[src/rtl/muldiv_unit.sv]
// ---------------------------------------------------------------------------
// muldiv_unit
//   Iterative RV32M multiply/divide execution unit. Takes one operation at a
//   time from the register-file read ports, runs a 32-step radix-2 datapath
//   (shift-add multiply, restoring divide) on operand magnitudes, applies the
//   sign correction on the last step and emits a one-cycle writeback pulse.
//   Divide-by-zero and signed overflow bypass the iteration entirely.
//
// Ports
//   clk       in   clock, rising edge
//   rst       in   synchronous, active-high reset
//   valid_i   in   operation request (accepted when ready_o=1 and kill_i=0)
//   ready_o   out  unit idle, can accept
//   op_i      in   funct3: MUL, MULH, MULHSU, MULHU, DIV, DIVU, REM, REMU
//   rs1_i     in   operand a
//   rs2_i     in   operand b
//   rd_i      in   destination register index
//   kill_i    in   abort in-flight op; also suppresses a pending result pulse
//   valid_o   out  result valid, one-cycle pulse
//   result_o  out  result (register-file wdata)
//   rd_o      out  destination (register-file waddr)
//   we_o      out  register-file write enable (valid_o and rd_o != 0)
// ---------------------------------------------------------------------------
module muldiv_unit #(
   parameter int DATA_WIDTH = 32,
   parameter int ADDR_WIDTH = 5
) (
   input  logic                  clk,
   input  logic                  rst,
   input  logic                  valid_i,
   output logic                  ready_o,
   input  logic [2:0]            op_i,
   input  logic [DATA_WIDTH-1:0] rs1_i,
   input  logic [DATA_WIDTH-1:0] rs2_i,
   input  logic [ADDR_WIDTH-1:0] rd_i,
   input  logic                  kill_i,
   output logic                  valid_o,
   output logic [DATA_WIDTH-1:0] result_o,
   output logic [ADDR_WIDTH-1:0] rd_o,
   output logic                  we_o
);

   localparam int W  = DATA_WIDTH;
   localparam int CW = $clog2(DATA_WIDTH);

   typedef enum logic [1:0] {
      IDLE,
      CALC,
      DONE
   } state_e;

   typedef enum logic [2:0] {
      OP_MUL    = 3'd0,
      OP_MULH   = 3'd1,
      OP_MULHSU = 3'd2,
      OP_MULHU  = 3'd3,
      OP_DIV    = 3'd4,
      OP_DIVU   = 3'd5,
      OP_REM    = 3'd6,
      OP_REMU   = 3'd7
   } op_e;

   // Control state (reset) and datapath state (no reset).
   state_e              state_q, state_d;
   logic [W-1:0]        result_q, result_d;
   logic [ADDR_WIDTH-1:0] rd_q, rd_d;

   op_e                 op_q, op_d;
   logic [CW-1:0]       cnt_q, cnt_d;
   logic                neg_q, neg_d;   // final result must be negated
   logic [W-1:0]        hi_q, hi_d;     // product high half / partial remainder
   logic [W-1:0]        lo_q, lo_d;     // multiplier -> product low / dividend -> quotient
   logic [W-1:0]        b_q, b_d;       // multiplicand or divisor magnitude

   // ------------------------------------------------------------------------
   // Acceptance decode: operand signs, magnitudes and fast-path detection.
   // ------------------------------------------------------------------------
   logic          a_signed, b_signed, a_neg, b_neg;
   logic          div_zero, div_ovf, fast;
   logic [W-1:0]  a_mag, b_mag, fast_res;

   always_comb begin
      // NOTE: every combinational output gets a default before any branch so
      // that no path leaves it unassigned and a latch is never inferred.
      a_signed = 1'b0;
      b_signed = 1'b0;
      a_neg    = 1'b0;
      b_neg    = 1'b0;
      a_mag    = rs1_i;
      b_mag    = rs2_i;
      div_zero = 1'b0;
      div_ovf  = 1'b0;
      fast     = 1'b0;
      fast_res = '0;

      // MUL is treated as signed x signed; its low half is identical either way.
      a_signed = op_i inside {OP_MUL, OP_MULH, OP_MULHSU, OP_DIV, OP_REM};
      b_signed = op_i inside {OP_MUL, OP_MULH, OP_DIV, OP_REM};
      a_neg    = a_signed && rs1_i[W-1];
      b_neg    = b_signed && rs2_i[W-1];
      if (a_neg) a_mag = -rs1_i;
      if (b_neg) b_mag = -rs2_i;

      div_zero = op_i[2] && (rs2_i == '0);
      div_ovf  = (op_i == OP_DIV || op_i == OP_REM) &&
                 (rs1_i == {1'b1, {(W-1){1'b0}}}) && (rs2_i == '1);
      fast     = div_zero || div_ovf;

      // op_i[1] separates REM/REMU from DIV/DIVU.
      if (div_zero) fast_res = op_i[1] ? rs1_i : '1;
      else          fast_res = op_i[1] ? '0    : rs1_i;
   end

   // ------------------------------------------------------------------------
   // One radix-2 step plus the sign-corrected final result.
   // ------------------------------------------------------------------------
   logic [W:0]     mul_sum, div_shift;
   logic           div_ge;
   logic [W-1:0]   div_diff, step_hi, step_lo;
   logic [2*W-1:0] product;
   logic [W-1:0]   quot, remd, final_res;

   always_comb begin
      mul_sum   = {1'b0, hi_q} + {1'b0, (lo_q[0] ? b_q : {W{1'b0}})};
      div_shift = {hi_q, lo_q[W-1]};
      div_ge    = div_shift >= {1'b0, b_q};
      // When div_ge holds the true difference is below the divisor, so the
      // low W bits of the subtraction are exact.
      div_diff  = div_shift[W-1:0] - b_q;

      if (op_q[2]) begin
         step_hi = div_ge ? div_diff : div_shift[W-1:0];
         step_lo = {lo_q[W-2:0], div_ge};
      end else begin
         step_hi = mul_sum[W:1];
         step_lo = {mul_sum[0], lo_q[W-1:1]};
      end

      product = {step_hi, step_lo};
      quot    = step_lo;
      remd    = step_hi;
      if (neg_q) begin
         product = -product;
         quot    = -quot;
         remd    = -remd;
      end

      final_res = '0;
      unique case (op_q)
         OP_MUL:                         final_res = product[W-1:0];
         OP_MULH, OP_MULHSU, OP_MULHU:   final_res = product[2*W-1:W];
         OP_DIV, OP_DIVU:                final_res = quot;
         OP_REM, OP_REMU:                final_res = remd;
         default:                        final_res = '0;
      endcase
   end

   // ------------------------------------------------------------------------
   // Next-state logic.
   // ------------------------------------------------------------------------
   always_comb begin
      state_d  = state_q;
      result_d = result_q;
      rd_d     = rd_q;
      op_d     = op_q;
      cnt_d    = cnt_q;
      neg_d    = neg_q;
      hi_d     = hi_q;
      lo_d     = lo_q;
      b_d      = b_q;

      unique case (state_q)
         IDLE: begin
            if (valid_i && !kill_i) begin
               op_d  = op_e'(op_i);
               rd_d  = rd_i;
               neg_d = (op_i == OP_REM) ? a_neg : (a_neg ^ b_neg);
               hi_d  = '0;
               lo_d  = op_i[2] ? a_mag : b_mag;
               b_d   = op_i[2] ? b_mag : a_mag;
               cnt_d = CW'(W - 1);
               if (fast) begin
                  result_d = fast_res;
                  state_d  = DONE;
               end else begin
                  state_d  = CALC;
               end
            end
         end
         CALC: begin
            if (kill_i) begin
               state_d = IDLE;
            end else begin
               hi_d  = step_hi;
               lo_d  = step_lo;
               cnt_d = cnt_q - CW'(1);
               if (cnt_q == '0) begin
                  result_d = final_res;
                  state_d  = DONE;
               end
            end
         end
         DONE:    state_d = IDLE;
         default: state_d = IDLE;
      endcase
   end

   // NOTE: sequential state is always written with non-blocking assignments so
   // every register samples the pre-edge values regardless of statement order.
   always_ff @(posedge clk) begin
      if (rst) begin
         state_q  <= IDLE;
         result_q <= '0;
         rd_q     <= '0;
      end else begin
         state_q  <= state_d;
         result_q <= result_d;
         rd_q     <= rd_d;
      end
   end

   // NOTE: the iteration datapath carries no reset; it is fully reloaded on
   // every acceptance and never observed outside CALC.
   always_ff @(posedge clk) begin
      op_q  <= op_d;
      cnt_q <= cnt_d;
      neg_q <= neg_d;
      hi_q  <= hi_d;
      lo_q  <= lo_d;
      b_q   <= b_d;
   end

   // kill_i suppresses the pulse combinationally in the DONE cycle.
   assign ready_o  = (state_q == IDLE);
   assign valid_o  = (state_q == DONE) && !kill_i;
   assign we_o     = valid_o && (rd_q != '0);
   assign result_o = result_q;
   assign rd_o     = rd_q;

endmodule
[config.mk]
export PLATFORM = sky130hd
export DESIGN_NAME = muldiv_unit
export DESIGN_NICKNAME = d
export VERILOG_FILES = /design/src/rtl/muldiv_unit.sv
export SDC_FILE = /design/constraint.sdc
export NUM_CORES = 1
export LEC_CHECK = 0
export CAP_MARGIN = 10
export CORE_ASPECT_RATIO = 0.7
export CORE_MARGIN = 1.5
export CORE_UTILIZATION = 45
export CTS_BUF_LIST = sky130_fd_sc_hd__clkbuf_8
export DETAILED_ROUTE_END_ITERATION = 6
export REMOVE_ABC_BUFFERS = 1
export SYNTH_ARGS = -nofsm -noshare
export SYNTH_HDL_FRONTEND = slang
export SYNTH_SLANG_ARGS = --single-unit
[constraint.sdc]
create_clock -name clk -period 11.95 [get_ports clk]
set_clock_uncertainty 0.1 [all_clocks]
set_input_delay 2.39 -clock clk [delete_from_list [all_inputs] [get_ports clk]]
set_output_delay 2.39 -clock clk [all_outputs]
set_load 0.05 [all_outputs]
==> results.txt, run 1 <==
----------------------------------------------------
[Clocking]
  Count of clock tree sinks ... about 140
  Post-CTS Setup Inserts ... 0
  CTS Buffer Depth ... 2
  Post-CTS Hold Buffers ... 0
  Root Buffer Master ... clkbuf_8
  H-Tree Depth ... 4
  Total of cells resized after clock tree synthesis ... 0
  Clock tree from TritonCTS ... yes
  CTS buffer count ... 17
  CTS clk-pin slew, worst paths ... 0.08 ns
  Insertion delay of the later-clocked pin in the worst-skew pair ... 0.52 ns

[Run status]
  Run status ... completed

[Routing]
  Average detailed-routed wire length per instance ... 24.9 um
  Number of DRC markers in iteration 0 ... 2,221
  Final routed DRC violation total ... 0
  Number of iterations in the first detailed-routing pass ... 5
  ANT nets after route ... 0
  Average via count per standard cell ... ~6.6
  Total vias in the final route ... approximately 16,000
  Detailed-route wire length ... just over 60 mm

[Cells and area]
  Most frequent cells in the layout ... 206 x a21oi_1, 194 x nor2_1, 169 x nand2_1
  Layout cell share with drive strength beyond 1 ... 0.0654
  Final-stage net count ... 2,139
  Most common cell after layout, fill and taps aside ... a21oi_1
  Growth of design area from synthesis to finish ... 12.1%
  Number of antenna cells inserted ... 0
  Area of all placed cells without fillers ... approximately 17,000 um2

[Logic synthesis]
  Share of synthesized area spent on multiplexers ... 0.0663
  Main flop type after synthesis ... edfxtp_1
  Yosys cell types ... between 100 and 150
  Cells after Synth ... 1,952
  Yosys warning total ... 0
  Simple-gate portion of the synthesized area ... 0.221
  Area share of fa/ha/maj cells after synthesis ... 0.0623
  Sequential fraction of the synthesis area ... 0.256
  Post-synthesis xor/xnor area fraction ... 0.0799
  Main combinational cell family by area after synthesis ... compound AO/OA/AOI/OAI gates
  Synthesis-stage register bit count ... 144
  Post-synthesis async set-or-reset flop share ... 0
  Compound-cell area share of the yosys netlist ... 0.263
  Count of flip-flops with a built-in enable after synthesis ... 105
  Avg Synthesized Cell Area ... between 7 and 8 um2
  Total standard cell area after synthesis ... 15,400 um2

[Timing]
  Sum of negative setup slack ... 0 ns
  Final Hold Viols ... 0
  Setup-failing EPs final ... 0
  Final count of pins violating max slew ... 0
  Relative slew slack ... 0.212
  Post-route fraction of the period consumed by the critical path ... 0.640
  Unrepaired setup endpoints after global routing ... false
  Fmax ... between 0.1 and 0.15 GHz
  Post-route minimum period ... roughly 7.6 ns
  Actual slew at the worst max-slew pin ... approximately 1.2 ns
  Post-route worst hold slack ... 0.376 ns

[Floorplan]
  Die footprint ... 35,300 um2
  I/O pin count ... 116
  Area of the core ... approximately 34,000 um2
  Site Rows ... 56
  Width of the die ... around 220 um
  Die outline height ... 158 um
  Starting utilization of the core area ... 0.457

[Global route]
  Via count of the first global-routing pass ... 14,500
  Global-route wire length before repair ... 89.6 mm
  GR Layer Usage met1 ... 0.496
  Global-route usage over all layers ... 0.338
  Global routing met2 resource utilization ... 0.474
  Most congested layer reported by global routing ... met1
  M3 GR Usage ... 0.0997
  Maximum number of pins on one net before global-route repair ... 127
  Antenna violations before repair ... 0
  Remaining global-route overflow ... 0

[Pwr]
  Maximum vdd ir drop ... 0.0000824 V
  Total power per unit cell area ... around 100 nW/um2
  Leakage ... 6.32 nW

[Setup path]
  Critical Path Max Stage Delay ... 0.91 ns
  Critical path origin ... rs2_i[2]
  Slowest stage cell on the critical path ... o21a_1
  Launch instance of the worst register-to-register path ... hi_q[10]
  Worst path required time ... 12.28 ns
  Highest fanout seen on the critical path ... 30
  CP Data Arrival Time ... 7.97 ns
  Cell-by-cell listing of the critical path ... clkdlybuf4s50_1 > or4_1 > nor4_2 > nor4b_1 > nand3b_1 > nand2b_1 > nor3b_1 > a21oi_1 > o21a_1 > nand2b_1 > a21oi_1 > nand3_1 > o31ai_1
  Critical path launch point type ... primary input
  Capturing element type of the critical path ... flip-flop
  Type of the worst setup path ... in2reg

[Placed design]
  PortBufs ... 115
  Detailed Place HPWL ... 46.6 mm
  Area of placed instances ... 16,800 um2
  RD Place Congestion ... 0.958

[Hold path]
  Hold path start ... result_o[5]
  Worst min path class ... reg2reg

[Job]
  Number of max-cap violations ... 0

----------------------------------------------------
## metrics by stage
stage	util	power, mW	instances	worst slack (ns)
global route	0.513	1.84	2439	4.06
finish	0.513	1.76	2439	4.31
global placement	0.499	1.27	2406	4.24
detailed placement	0.499	1.28	2407	4.06
CTS	0.513	1.75	2439	4.60
floorplan	-	1.05	1835	-0.130
## critical path: cells and delay by family
kind            cells  cell delay [ns]
simple gates        8             3.33
buf+inv             1             0.51
compound gates      4             1.70
## where the power goes
group	switching [mW]	internal, mW	leakage, nW
Clock	0.212	0.263	0.245
Combinational	0.440	0.243	4.77
Sequential	0.0290	0.575	1.30
Total	0.681	1.08	6.32
## final timing paths
| check | slack [ns] | to | cells past startpoint |
|---|---|---|---|
| max | 4.31 | result_o[28] | 13 |
| min | 0.38 | result_o[5] | 2 |
| max reg2reg | 5.43 | result_o[26] | 19 |
| min reg2reg | 0.38 | result_o[5] | 2 |
## per-layer routing
| metal | share of wire | vias to the layer above |
|---|---|---|
| met2 | 0.41 | 870 |
| met4 | 0.023 | 0 |
| met3 | 0.11 | 82 |
| li1 | - | 7349 |
| met5 | 0 | - |
| met1 | 0.46 | 7850 |
## final cells by class
type	count	area, um2
timing repair buffer	137	1320
multi-input combinational	1616	10700
clock inverter	12	188
inverter	75	282
tap	435	544
clock buffer	20	275
fill	3280	16300
sequential	144	3930
## cell usage after synthesis, drive strengths merged (8+ instances only)
cell type	number	share of area
or4	16	0.0078
a2111oi	13	0.0082
inv	74	0.018
nand2	170	0.042
nand2b	13	0.0053
o21a	12	0.0059
and3	12	0.0049
clkbuf	73	0.018
a21oi	212	0.071
dfxtp	39	0.051
edfxtp	105	0.21
nand3	39	0.013
or3	23	0.0094
xnor2	79	0.045
a221oi	10	0.0065
mux2i	86	0.056
o31ai	31	0.016
a31oi	30	0.013
nand4	30	0.013
ha	70	0.057
xor2	61	0.035
a211oi	16	0.0078
and2	44	0.018
mux2	14	0.010
nor2b	14	0.0057
buf	44	0.015
o22ai	9	0.0062
or2	15	0.0063
nor4	21	0.0099
o221ai	9	0.0051
nor3	60	0.020
o211ai	24	0.012
a211o	8	0.0046
a21o	19	0.0093
nor2	198	0.049
a311oi	8	0.0050
o21ai	131	0.043
## state kept, by name, indices dropped and copies added, names as in the netlist
| signal | cells |
|---|---|
| hi_q | 32 |
| result_o | 32 |
| op_q | 3 |
| lo_q | 32 |
| cnt_q | 5 |
| b_q | 32 |
| neg_q | 1 |
| state_q | 2 |
| rd_o | 5 |
## cells by family (layout without fill, tap and decap cells)
kind of cell / Yosys count / in the layout
buf+inv: 192 / 244
flops: 144 / 144
fa+ha+maj: 76 / 76
xor+xnor: 140 / 140
compound gates: 616 / 616
simple gates: 684 / 684
mux: 100 / 100
Note: power is estimated with default switching activity, not from simulation.
==> inputs of run 2 (changes only) <==
clock period = 7.2 ns   (was 11.95 ns; I/O delays follow)
==> run 2 against run 1 <==
Non-clock buffer count up 13. Sequential cell count unchanged. Critical endpoint is now result_o[9]. Via count up 0.48%. Register-to-register slack worse by 4.3 ns. Clock power up 48%. Sequential share of layout area down 0.055 points. Combinational power up 67%. Count of clock-buffer cells in the layout down 1. Design area up 0.24%. Power up 61%.
==> results.txt, run 2 (synthesized netlist as in run 1, its figures left out) <==
----------------------------------------------------
[Cells and area]
  Number of antenna cells inserted ... 0 (unchanged)
  Most common cell after layout, fill and taps aside ... a21oi_1 (unchanged)
  Layout cell share with drive strength beyond 1 ... 0.0704 (was 0.0654)
  Final-stage net count ... 2,152 (was 2,139)
  Growth of design area from synthesis to finish ... 12.4% (was 12.1%)
  Most frequent cells in the layout ... 206 x a21oi_1, 194 x nor2_1, 169 x nand2_1 (unchanged)
  Fraction of the core area covered by cells at the end of the flow ... 0.514 (was 0.513)

[Pwr]
  Total power per unit cell area ... 165 nW/um2 (was 102 nW/um2)
  Maximum vdd ir drop ... 0.000108 V (was 0.0000824 V)
  Leakage ... 6.34 nW (was 6.32 nW)

[Setup path]
  Critical Path Max Stage Delay ... 0.66 ns (was 0.91 ns)
  Highest fanout seen on the critical path ... 17 (was 30)
  Delay-heaviest family, CP ... simple AND/OR/NAND/NOR gates (unchanged)
  CP Data Arrival Time ... 6.46 ns (was 7.97 ns)
  Type of the worst setup path ... in2reg (unchanged)
  Worst path required time ... 7.46 ns (was 12.28 ns)
  Critical path launch point type ... primary input (unchanged)
  Slowest stage cell on the critical path ... or4_1 (was o21a_1)
  Cell-by-cell listing of the critical path ... clkdlybuf4s50_1 > or4_1 > nor4_2 > nor4b_1 > nand3b_1 > nand2b_1 > nor3b_1 > a21oi_1 > o21a_1 > nand2_1 > a31oi_1 > o21ai_0 > a211oi_1 > nor3_1 (was clkdlybuf4s50_1 > or4_1 > nor4_2 > nor4b_1 > nand3b_1 > nand2b_1 > nor3b_1 > a21oi_1 > o21a_1 > nand2b_1 > a21oi_1 > nand3_1 > o31ai_1)
  Capturing element type of the critical path ... flip-flop (unchanged)
  Worst path buffer plus inverter count ... 1 (unchanged)

[Placed design]
  PortBufs ... 115 (unchanged)
  RD Place Congestion ... 0.988 (was 0.958)
  Post-placement worst setup slack ... 0.676 ns (was 4.06 ns)
  Detailed Place HPWL ... 47.2 mm (was 46.6 mm)

[Timing]
  Final count of pins violating max slew ... 0 (unchanged)
  Relative slew slack ... 0.269 (was 0.212)
  Fmax ... ~0.16 GHz
  Final Hold Viols ... 0 (unchanged)
  Sum of negative setup slack ... 0 ns (unchanged)
  Setup-failing EPs final ... 0 (unchanged)
  Post-route minimum period ... 6.20 ns
  Actual slew at the worst max-slew pin ... 1.10 ns (was 1.18 ns)
  Slack of the critical path ... 0.997 ns (was 4.31 ns)
  Post-route fraction of the period consumed by the critical path ... 0.862
  Unrepaired setup endpoints after global routing ... false (unchanged)

[Routing]
  Average detailed-routed wire length per instance ... 24.8 um (was 24.9 um)
  ANT nets after route ... 0 (unchanged)
  Detailed-route wire length ... 60.8 mm (was 60.6 mm)
  Total vias in the final route ... 16,200 (about the same)
  Average via count per standard cell ... 6.62 (about the same)
  Number of iterations in the first detailed-routing pass ... 6 (was 5)
  Final routed DRC violation total ... 0 (unchanged)
  Number of DRC markers in iteration 0 ... 2,012 (was 2,221)

[Global route]
  Remaining global-route overflow ... 0 (unchanged)
  Via count of the first global-routing pass ... 14,600 (was 14,500)
  Global-route wire length before repair ... 89.9 mm (was 89.6 mm)
  Maximum number of pins on one net before global-route repair ... 127 (unchanged)
  Global-route usage over all layers ... 0.340 (was 0.338)
  Antenna violations before repair ... 0 (unchanged)

[Job]
  Number of max-cap violations ... 0 (unchanged)

[Floorplan]
  Width of the die ... 224 um (unchanged)
  Site Rows ... 56 (unchanged)
  I/O pin count ... 116 (unchanged)
  Area of the core ... 33,600 um2 (unchanged)
  Starting utilization of the core area ... 0.457 (unchanged)
  Die footprint ... 35,300 um2 (unchanged)
  Die outline height ... 158 um (unchanged)

[Clocking]
  Clock tree from TritonCTS ... yes (unchanged)
  Insertion delay of the later-clocked pin in the worst-skew pair ... 0.51 ns (was 0.52 ns)
  Total of cells resized after clock tree synthesis ... 0 (unchanged)
  CTS Buffer Depth ... 2 (unchanged)
  CTS buffer count ... 17 (unchanged)
  CTS clk-pin slew, worst paths ... 0.08 ns (about the same)
  Count of clock tree sinks ... 144 (unchanged)
  Post-CTS Setup Inserts ... 0 (unchanged)
  Root Buffer Master ... clkbuf_8 (unchanged)
  H-Tree Depth ... 4 (unchanged)
  Post-CTS Hold Buffers ... 0 (unchanged)

[Run status]
  Run status ... completed (unchanged)

[Hold path]
  Worst min path class ... reg2reg (unchanged)

----------------------------------------------------
## run 2: final cells by class
class / instances / area, um2
flip-flops and latches: 144 / 3930
inverters: 75 / 282
well taps: 435 / 544
clock inverters: 13 / 145
fillers: 3271 / 16300
repair buffers: 150 / 1420
clock buffers: 19 / 262
multi-input cells: 1616 / 10700
## run 2: metal layers
metal | vias up | GRT usage | routed length (um)
met4 | 0 | 0.0972 | 1630
met2 | 874 | 0.474 | 24400
li1 | 7380 | - | -
met1 | 7881 | 0.505 | 28100
met5 | - | 0 | 0
met3 | 94 | 0.0926 | 6680
## run 2: worst min-delay path, cell delays in order, from the launching register on
cell     delay [ns]
dfxtp_1        0.31
nand2_1        0.05
a21oi_1        0.06
## run 2: path summary, 6_finish.rpt
kind         slack (ns)  cells past startpoint           end        start
min reg2reg        0.37                      2   result_o[5]  result_o[5]
max reg2reg        1.12                     18  result_o[30]     hi_q[19]
min                0.37                      2   result_o[5]  result_o[5]
max                 1.0                     14   result_o[9]     rs2_i[2]
## run 2: where the power goes
part / internal, mW / switching [mW] / leakage (nW)
Combinational: 0.412 / 0.727 / 4.84
Sequential: 0.954 / 0.0486 / 1.30
Clock: 0.354 / 0.348 / 0.201
Total: 1.72 / 1.12 / 6.34
## run 2: through the flow
step	area, um2	hold slack (ns)	power [mW]	cells
floorplan	14800	0.418	1.75	1835
global placement	16800	0.361	2.12	2420
detailed placement	16800	0.354	2.13	2420
CTS	17300	0.366	2.82	2452
global route	17300	0.389	2.97	2452
finish	17300	0.366	2.84	2452
